===== src/rtl/stopwatch_pkg.sv =====
// Shared types and constants for the mm:ss stopwatch core.
// Hours are only used when STOPWATCH_HOURS_EN is defined.
package stopwatch_pkg;

    typedef enum logic [1:0] {
        IDLE  = 2'd0,
        RUN   = 2'd1,
        PAUSE = 2'd2
    } state_t;

    localparam int SS_MAX = 59;
    localparam int HH_MAX = 23;
    localparam int SS_W   = 6;
    localparam int HH_W   = 5;

endpackage


===== src/rtl/stopwatch_prescaler.sv =====
// Seconds prescaler: counts clk cycles while enabled and pulses tick on the last cycle of each second.
// The count is held while disabled so a resumed run finishes the partial second.
module stopwatch_prescaler #(
    parameter int CYC_PER_SEC = 100_000_000
) (
    input  logic clk,
    input  logic rst,
    input  logic en,
    input  logic clr,
    output logic tick
);

    localparam int            PW   = $clog2(CYC_PER_SEC);
    localparam logic [PW-1:0] LAST = PW'(CYC_PER_SEC - 1);

    logic [PW-1:0] cnt_q, cnt_d;

    assign tick = en && (cnt_q == LAST);

    always_comb begin
        cnt_d = cnt_q;
        if (clr || tick) begin
            cnt_d = '0;
        end else if (en) begin
            cnt_d = cnt_q + 1'b1;
        end
    end

    always_ff @(posedge clk or posedge rst) begin
        if (rst) begin
            cnt_q <= '0;
        end else begin
            cnt_q <= cnt_d;
        end
    end

endmodule


===== src/rtl/stopwatch_timer.sv =====
// mm:ss stopwatch with start/stop, pause, clear, lap-hold display and wrap pulse.
// Define STOPWATCH_HOURS_EN to add the hh output and carry minutes into hours.
//
// state | meaning
// IDLE  | count is zero, prescaler stopped
// RUN   | prescaler and count advancing, lap allowed
// PAUSE | count and partial second held, clear allowed
module stopwatch_timer
    import stopwatch_pkg::*;
#(
    parameter int CYC_PER_SEC = 100_000_000,
    parameter int MM_MAX      = 59,
    parameter int MM_W        = 7
) (
    input  logic            clk,
    input  logic            rst,
    input  logic            start_stop,
    input  logic            clear,
    input  logic            lap,
    output logic [MM_W-1:0] mm,
    output logic [SS_W-1:0] ss,
    output logic            running,
    output logic            lap_hold,
    output logic            wrap
`ifdef STOPWATCH_HOURS_EN
    ,
    output logic [HH_W-1:0] hh
`endif
);

    localparam logic [SS_W-1:0] SS_LAST = SS_W'(SS_MAX);
    localparam logic [MM_W-1:0] MM_LAST = MM_W'(MM_MAX);

    state_t          state_q, state_d;
    logic            lap_hold_q, lap_hold_d;
    logic            wrap_q, wrap_d;
    logic [SS_W-1:0] cnt_ss_q, cnt_ss_d, snap_ss_q;
    logic [MM_W-1:0] cnt_mm_q, cnt_mm_d, snap_mm_q;
    logic            clr_cnt, snap_take, tick;
`ifdef STOPWATCH_HOURS_EN
    localparam logic [HH_W-1:0] HH_LAST = HH_W'(HH_MAX);
    logic [HH_W-1:0] cnt_hh_q, cnt_hh_d, snap_hh_q;
`endif

    stopwatch_prescaler #(
        .CYC_PER_SEC(CYC_PER_SEC)
    ) u_prescaler (
        .clk (clk),
        .rst (rst),
        .en  (state_q == RUN),
        .clr (clr_cnt),
        .tick(tick)
    );

    // start_stop wins over lap and clear in the same cycle.
    always_comb begin
        state_d    = state_q;
        lap_hold_d = lap_hold_q;
        clr_cnt    = 1'b0;
        unique case (state_q)
            IDLE: begin
                if (start_stop) state_d = RUN;
            end
            RUN: begin
                if (start_stop) begin
                    state_d    = PAUSE;
                    lap_hold_d = 1'b0;
                end else if (lap) begin
                    lap_hold_d = !lap_hold_q;
                end
            end
            PAUSE: begin
                if (start_stop) begin
                    state_d = RUN;
                end else if (clear) begin
                    state_d = IDLE;
                    clr_cnt = 1'b1;
                end
            end
            default: state_d = IDLE;
        endcase
    end

    assign snap_take = (state_q == RUN) && !start_stop && lap && !lap_hold_q;

    always_comb begin
        cnt_ss_d = cnt_ss_q;
        cnt_mm_d = cnt_mm_q;
        wrap_d   = 1'b0;
`ifdef STOPWATCH_HOURS_EN
        cnt_hh_d = cnt_hh_q;
`endif
        if (clr_cnt) begin
            cnt_ss_d = '0;
            cnt_mm_d = '0;
`ifdef STOPWATCH_HOURS_EN
            cnt_hh_d = '0;
`endif
        end else if (tick) begin
            if (cnt_ss_q != SS_LAST) begin
                cnt_ss_d = cnt_ss_q + 1'b1;
            end else begin
                cnt_ss_d = '0;
                if (cnt_mm_q != MM_LAST) begin
                    cnt_mm_d = cnt_mm_q + 1'b1;
                end else begin
                    cnt_mm_d = '0;
`ifdef STOPWATCH_HOURS_EN
                    if (cnt_hh_q != HH_LAST) begin
                        cnt_hh_d = cnt_hh_q + 1'b1;
                    end else begin
                        cnt_hh_d = '0;
                        wrap_d   = 1'b1;
                    end
`else
                    wrap_d = 1'b1;
`endif
                end
            end
        end
    end

    always_ff @(posedge clk or posedge rst) begin
        if (rst) begin
            state_q    <= IDLE;
            lap_hold_q <= 1'b0;
            wrap_q     <= 1'b0;
            cnt_ss_q   <= '0;
            cnt_mm_q   <= '0;
            snap_ss_q  <= '0;
            snap_mm_q  <= '0;
`ifdef STOPWATCH_HOURS_EN
            cnt_hh_q   <= '0;
            snap_hh_q  <= '0;
`endif
        end else begin
            state_q    <= state_d;
            lap_hold_q <= lap_hold_d;
            wrap_q     <= wrap_d;
            cnt_ss_q   <= cnt_ss_d;
            cnt_mm_q   <= cnt_mm_d;
`ifdef STOPWATCH_HOURS_EN
            cnt_hh_q   <= cnt_hh_d;
`endif
            // Snapshot is the value on display in the cycle lap was sampled.
            if (snap_take) begin
                snap_ss_q <= cnt_ss_q;
                snap_mm_q <= cnt_mm_q;
`ifdef STOPWATCH_HOURS_EN
                snap_hh_q <= cnt_hh_q;
`endif
            end
        end
    end

    assign ss       = lap_hold_q ? snap_ss_q : cnt_ss_q;
    assign mm       = lap_hold_q ? snap_mm_q : cnt_mm_q;
    assign running  = (state_q == RUN);
    assign lap_hold = lap_hold_q;
    assign wrap     = wrap_q;
`ifdef STOPWATCH_HOURS_EN
    assign hh       = lap_hold_q ? snap_hh_q : cnt_hh_q;
`endif

endmodule

===== config.mk =====
export PLATFORM = sky130hd
export DESIGN_NAME = stopwatch_timer
export DESIGN_NICKNAME = d
export VERILOG_FILES = /design/src/rtl/stopwatch_pkg.sv /design/src/rtl/stopwatch_prescaler.sv /design/src/rtl/stopwatch_timer.sv
export SDC_FILE = /design/constraint.sdc
export NUM_CORES = 1
export LEC_CHECK = 0
export BUFFER_PORTS_ARGS = -buffer_cell sky130_fd_sc_hd__buf_2
export CORE_ASPECT_RATIO = 1.5
export CORE_MARGIN = 3
export CORE_UTILIZATION = 40
export CTS_CLUSTER_DIAMETER = 200
export CTS_CLUSTER_SIZE = 16
export DETAILED_ROUTE_END_ITERATION = 10
export GPL_ROUTABILITY_DRIVEN = 0
export PLACE_DENSITY = 0.64
export SETUP_SLACK_MARGIN = 0.2
export SLEW_MARGIN = 20
export SYNTH_ARGS = -nofsm -noshare
export SYNTH_HDL_FRONTEND = slang
export SYNTH_SLANG_ARGS = --single-unit

===== constraint.sdc =====
create_clock -name clk -period 4.5 [get_ports clk]
set_input_delay 0.225 -clock clk [delete_from_list [all_inputs] [get_ports clk]]
set_output_delay 0.225 -clock clk [all_outputs]
set_load 0.05 [all_outputs]

# After elaboration in Yosys (flattened, before gate mapping)
# Cells that the tools add are included.
[totals]
ram_bits = 0
rom_bits = 0
memories = 0
latchBits = 0
input_bits = 5
ff_bits = 57
[op_classes]
shift = 0
n_eq_ne = 9
n_mul = 0
n_reduce_logical = 14
n_lt_le_gt_ge = 0
add_sub_neg = 3
bitwise_logic = 0
n_mux = 25
n_div = 0
[ops]
columns = ["op", "n"]
rows = [
  ["$mux W27", 2],
  ["$mux W7", 5],
  ["$add A27 B1 Y27 const B", 1],
  ["$eq A27 B27 Y1 const B", 1],
  ["$mux W6", 4],
  ["$mux W1", 9],
  ["$mux W2", 4],
  ["$add A7 B1 Y7 const B", 1],
  ["$ne A7 B6 Y1 const B", 1],
  ["$add A6 B1 Y6 const B", 1],
  ["$ne A6 B6 Y1 const B", 1],
  ["$pmux W2 S3", 1],
  ["$reduce_bool A2 Y1", 3],
  ["$logic_and A1 B1 Y1", 4],
  ["$ne A2 B2 Y1 const B", 2],
  ["$reduce_and A2 Y1", 2],
  ["$ne A3 B3 Y1 const B", 1],
  ["$reduce_and A3 Y1", 1],
  ["$eq A2 B1 Y1 const B", 1],
  ["$eq A2 B2 Y1 const B", 1],
  ["$logic_not A1 Y1", 2],
  ["$logic_not A2 Y1", 1],
  ["$ne A2 B1 Y1 const B", 1],
  ["$logic_or A1 B1 Y1", 1],
]

# Depth between registers and ports, before layout
[depth]
depth_word = 5
mapped_depth = 7

# Hierarchy
# From an unflattened synthesis, not the netlist that was laid out.
[hier_totals]
hier_cells = 290
hier_area_um2 = 3024.2
[modules_own_cells]
columns = ["mod", "area_per_inst_um2", "seq_area_each_um2", "n_inst", "cells_per_inst"]
rows = [
  ["stopwatch_timer", 1575.3, 750.7, 1, 141],
  ["stopwatch_prescaler", 1448.9, 675.6, 1, 149],
]

# Worst setup path after synthesis
# No wires, ideal clock.
[synth_path]
path_type = "flip-flop to output port"
start = "register lap_hold_q, in the netlist lap_hold"
end = "output ss[4]"
path_stages_with_launch = 4
path_buffers = 2
path_slack_ns = 2.114
arrival_ns = 2.161
path_cell_list = "dfrtp_1 > clkbuf_1 > clkbuf_1 > o21ai_0"
[synth_via]
elab_chain_len = 1
[synth_lines]
columns = ["element", "line", "rtl"]
rows = [
  ["start, declared", "stopwatch_timer.sv:35", "logic lap_hold_q, lap_hold_d;"],
  ["start signal, assigned", "stopwatch_timer.sv:138", "lap_hold_q <= lap_hold_d;"],
  ["$mux W6", "stopwatch_timer.sv:156", "assign ss = lap_hold_q ? snap_ss_q : cnt_ss_q;"],
  ["end, declared", "stopwatch_timer.sv:21", "output logic [SS_W-1:0] ss,"],
]
# No other way between the ends.

# Final worst setup path
[layout_path]
start = "register u_prescaler.cnt_q[0]"
end = "register u_prescaler.cnt_q[24]"
[layout_via]
elab_chain_len = 4
[layout_lines]
columns = ["element", "line", "rtl"]
rows = [
  ["start, declared", "stopwatch_prescaler.sv:16", "logic [PW-1:0] cnt_q, cnt_d;"],
  ["start signal, assigned", "stopwatch_prescaler.sv:33", "cnt_q <= cnt_d;"],
  ["parallel branches: the longest is 4 deep, another holds $add A27 B1 Y27", "--", ""],
]
# Parallel ways; which one is timed is not known. The select of a mux whose other input is x is not followed.
# A chain may end at the register's enable or synchronous reset.

==> results_dict.tcl <==
set metrics [dict create \
    cts.repair.resized 0 \
    ys_top_cells_by_area "dfrtp_1 (47%), mux2_2 (8.9%), nand4_1 (3.5%), xor2_1 (2.9%), nand2_1 (2.8%)" \
    grt_pass1_wl_um 11500 \
    synth_area_leader_cell "dfrtp_1" \
    ys_async_sr_fraction_pct 100 \
    hold_viol 0 \
    timing.final.crit_period_ns 2.24 \
    track_usage_pct 16.4 \
    synth.distinct_cells 44 \
    period_share_pct 49.9 \
    rsz0062_at_grt "no" \
    syn_inst 305 \
    fin_area_um2 3400 \
    cts_tree "done" \
    synth_top_area_share_pct 46.9 \
    power_density_nw_per_um2 495 \
    worstSetupStartpointType "register" \
    vias 2412 \
    drv_slew 0 \
    placed_area_um2 3200 \
    cts_root_buf "clkbuf_8" \
    final_cell_count_no_fill 424 \
    ir_drop_mv 0.236 \
    yosysWarnings 0 \
    routed_wl_um 6470 \
    dr.pass1.iters 4 \
    share_comb_of_total_power_pct 29.5 \
    worstPathMaxFanout 11 \
    worst_slew_pin_slew_ns 1.06 \
    slew_headroom_pct 28.9 \
    place_inst 408 \
    drc 0 \
    skew_ns 0.00576 \
    drtIter0Drc 161 \
    cts.sinks 57 \
    avgSynthCellArea_um2 9.97 \
    p_switching_w 0.000634 \
    rows 38 \
    power_frac_clock_pct 27.0 \
    p_leak_nw 1.49 \
    wl_per_cell_um 15.3 \
    synth_commonest_cells "dfrtp_1 (57), mux2_2 (24), nand2_1 (23)" \
    syn_area_um2 3040 \
    tns_ns 0 \
    clockBufferDepth 2 \
    start_util_pct 41.5 \
    ff2ff_setup_slack_ns 2.26 \
    via_per_inst 5.69 \
    ys.flop_type "dfrtp_1" \
    cp_data_required_time_ns 4.75 \
    clock_latency_ns 0.33 \
    grt_max_degree 58 \
    portBuffers 20 \
    ys_ff_latch 57 \
    ant_nets 0 \
    die_area_um2 8700 \
    antenna_found_initial 0 \
    chipHeight_um 113 \
    worst_ep_arrival_time_ns 2.49 \
    p_int_w 0.00105 \
    holdBufCountCts 0 \
    grt.overflow.total 0 \
    synth_edf_count 0 \
    n_antenna_cell 0 \
    max_freq_ghz 0.446 \
    cts_made_buffers 9 \
    final_nets 327 \
    clkTransAtPathRegs_ns 0.06 \
    outcome "finished, final reports clean" \
    h-tree-depth 3 \
    postCtsSetupRepairBufs 0 \
    setup_viol 0 \
    syn_nets 313 \
    area_growth_pct 11.7 \
    hpwl_um 4450 \
    worstSetupPathType "reg -> reg" \
    drive_gt1_share_pct 21.6 \
    die_w_um 77.2 \
    hold_path.class "in -> async" \
    yosysMostFrequentCell "dfrtp_1" \
    p_seq_share_pct 43.5 \
    grt_pass1_vias 2498 \
    end_kind "register" \
    sw_frac_of_total_pct 37.7 \
    core_area_um2 7320 \
    max-cap-violations 0 \
    io_pins 21 \
    synth_seq_area_share_pct 46.9 \
]
==> per-layer routing <==
layer,track usage (%),vias up,part of all wire (%)
met2,29.1,39,55
met5,0,-,0
met3,4.62,8,3.0
li1,-,1161,-
met4,8.19,0,1.5
met1,17.8,1204,41
==> through the flow <==
step                setup slack, ns  hold slack [ns]  util [%]  total power, W
floorplan                      2.11            0.332         -         0.00113
global placement               2.05            0.462      43.7         0.00123
detailed placement             2.01            0.457      43.7         0.00124
CTS                            2.00            0.108      46.3         0.00171
global route                   2.04            0.127      46.4         0.00179
finish                         2.26           0.0895      46.4         0.00168
==> registers in the layout, indices dropped and copies added, names as in the netlist <==
name,count
u_prescaler.cnt_q,27
cnt_ss_q,6
wrap,1
state_q,2
cnt_mm_q,7
lap_hold,1
snap_mm_q,7
snap_ss_q,6
==> logic make-up (layout without fill, tap and decap cells) <==
family / Yosys count / count (layout) / synth area share, %
buffers and inverters: 25 / 44 / 3.50
DFF: 57 / 57 / 46.9
adders and majority gates: 3 / 3 / 1.23
muxes: 29 / 29 / 10.5
and+or+nand+nor: 125 / 125 / 23.5
AOI/OAI and AO/OA: 54 / 54 / 10.9
xor gates and xnor gates: 12 / 12 / 3.46
==> final cells by class <==
| type | count | area, um^2 |
|---|---|---|
| Tap cell | 100 | 125 |
| Inverter | 6 | 22.5 |
| Multi-Input combinational cell | 223 | 1520 |
| Sequential cell | 57 | 1430 |
| Timing Repair Buffer | 22 | 115 |
| Clock buffer | 14 | 183 |
| Clock inverter | 2 | 10.0 |
| Fill cell | 742 | 3930 |
==> critical path, cell delays in order, from the launching register on <==
cell and delay, ns:
dfrtp_1 0.38, ha_1 0.19, and3b_1 0.35, nand3_1 0.38
or4_2 0.71, a21oi_1 0.15
==> placed cells by master (no fill, tap or decap), drive strengths merged, types with 5 or more instances in the layout <==
| cell | Yosys | final |
|---|---|---|
| dfrtp | 57 | 57 |
| mux2 | 24 | 24 |
| nand2 | 23 | 23 |
| buf | 5 | 22 |
| nor2 | 20 | 20 |
| nand4 | 18 | 18 |
| nand3 | 17 | 17 |
| a21oi | 17 | 17 |
| o21ai | 17 | 17 |
| clkbuf | 14 | 14 |
| xor2 | 10 | 10 |
| or4 | 10 | 10 |
| o31ai | 8 | 8 |
| or3 | 6 | 6 |
| and3 | 6 | 6 |
| inv | 6 | 6 |
| mux2i | 5 | 5 |
==> final timing paths <==
path                                 startpoint  cells past startpoint                     to
setup / recovery           u_prescaler.cnt_q[0]                      5  u_prescaler.cnt_q[24]
hold / removal                              rst                      3  u_prescaler.cnt_q[14]
setup reg to reg           u_prescaler.cnt_q[0]                      5  u_prescaler.cnt_q[24]
hold reg to reg                    snap_mm_q[3]                      1           snap_mm_q[3]
max in group asynchronous                   rst                      3           snap_ss_q[5]
min in group clk                          clear                      2             state_q[1]
==> power by group through the flow <==
stage / Combinational (W) / Sequential, W / Clock [W]
final: 0.000497 / 0.000732 / 0.000454
after global routing: 0.000544 / 0.000752 / 0.000498
after CTS: 0.000505 / 0.000732 / 0.000468
after global placement: 0.000494 / 0.000733 / 0
after floorplan: 0.000430 / 0.000701 / 0
after detailed placement: 0.000503 / 0.000742 / 0
Note: power is estimated with default switching activity, not from simulation.
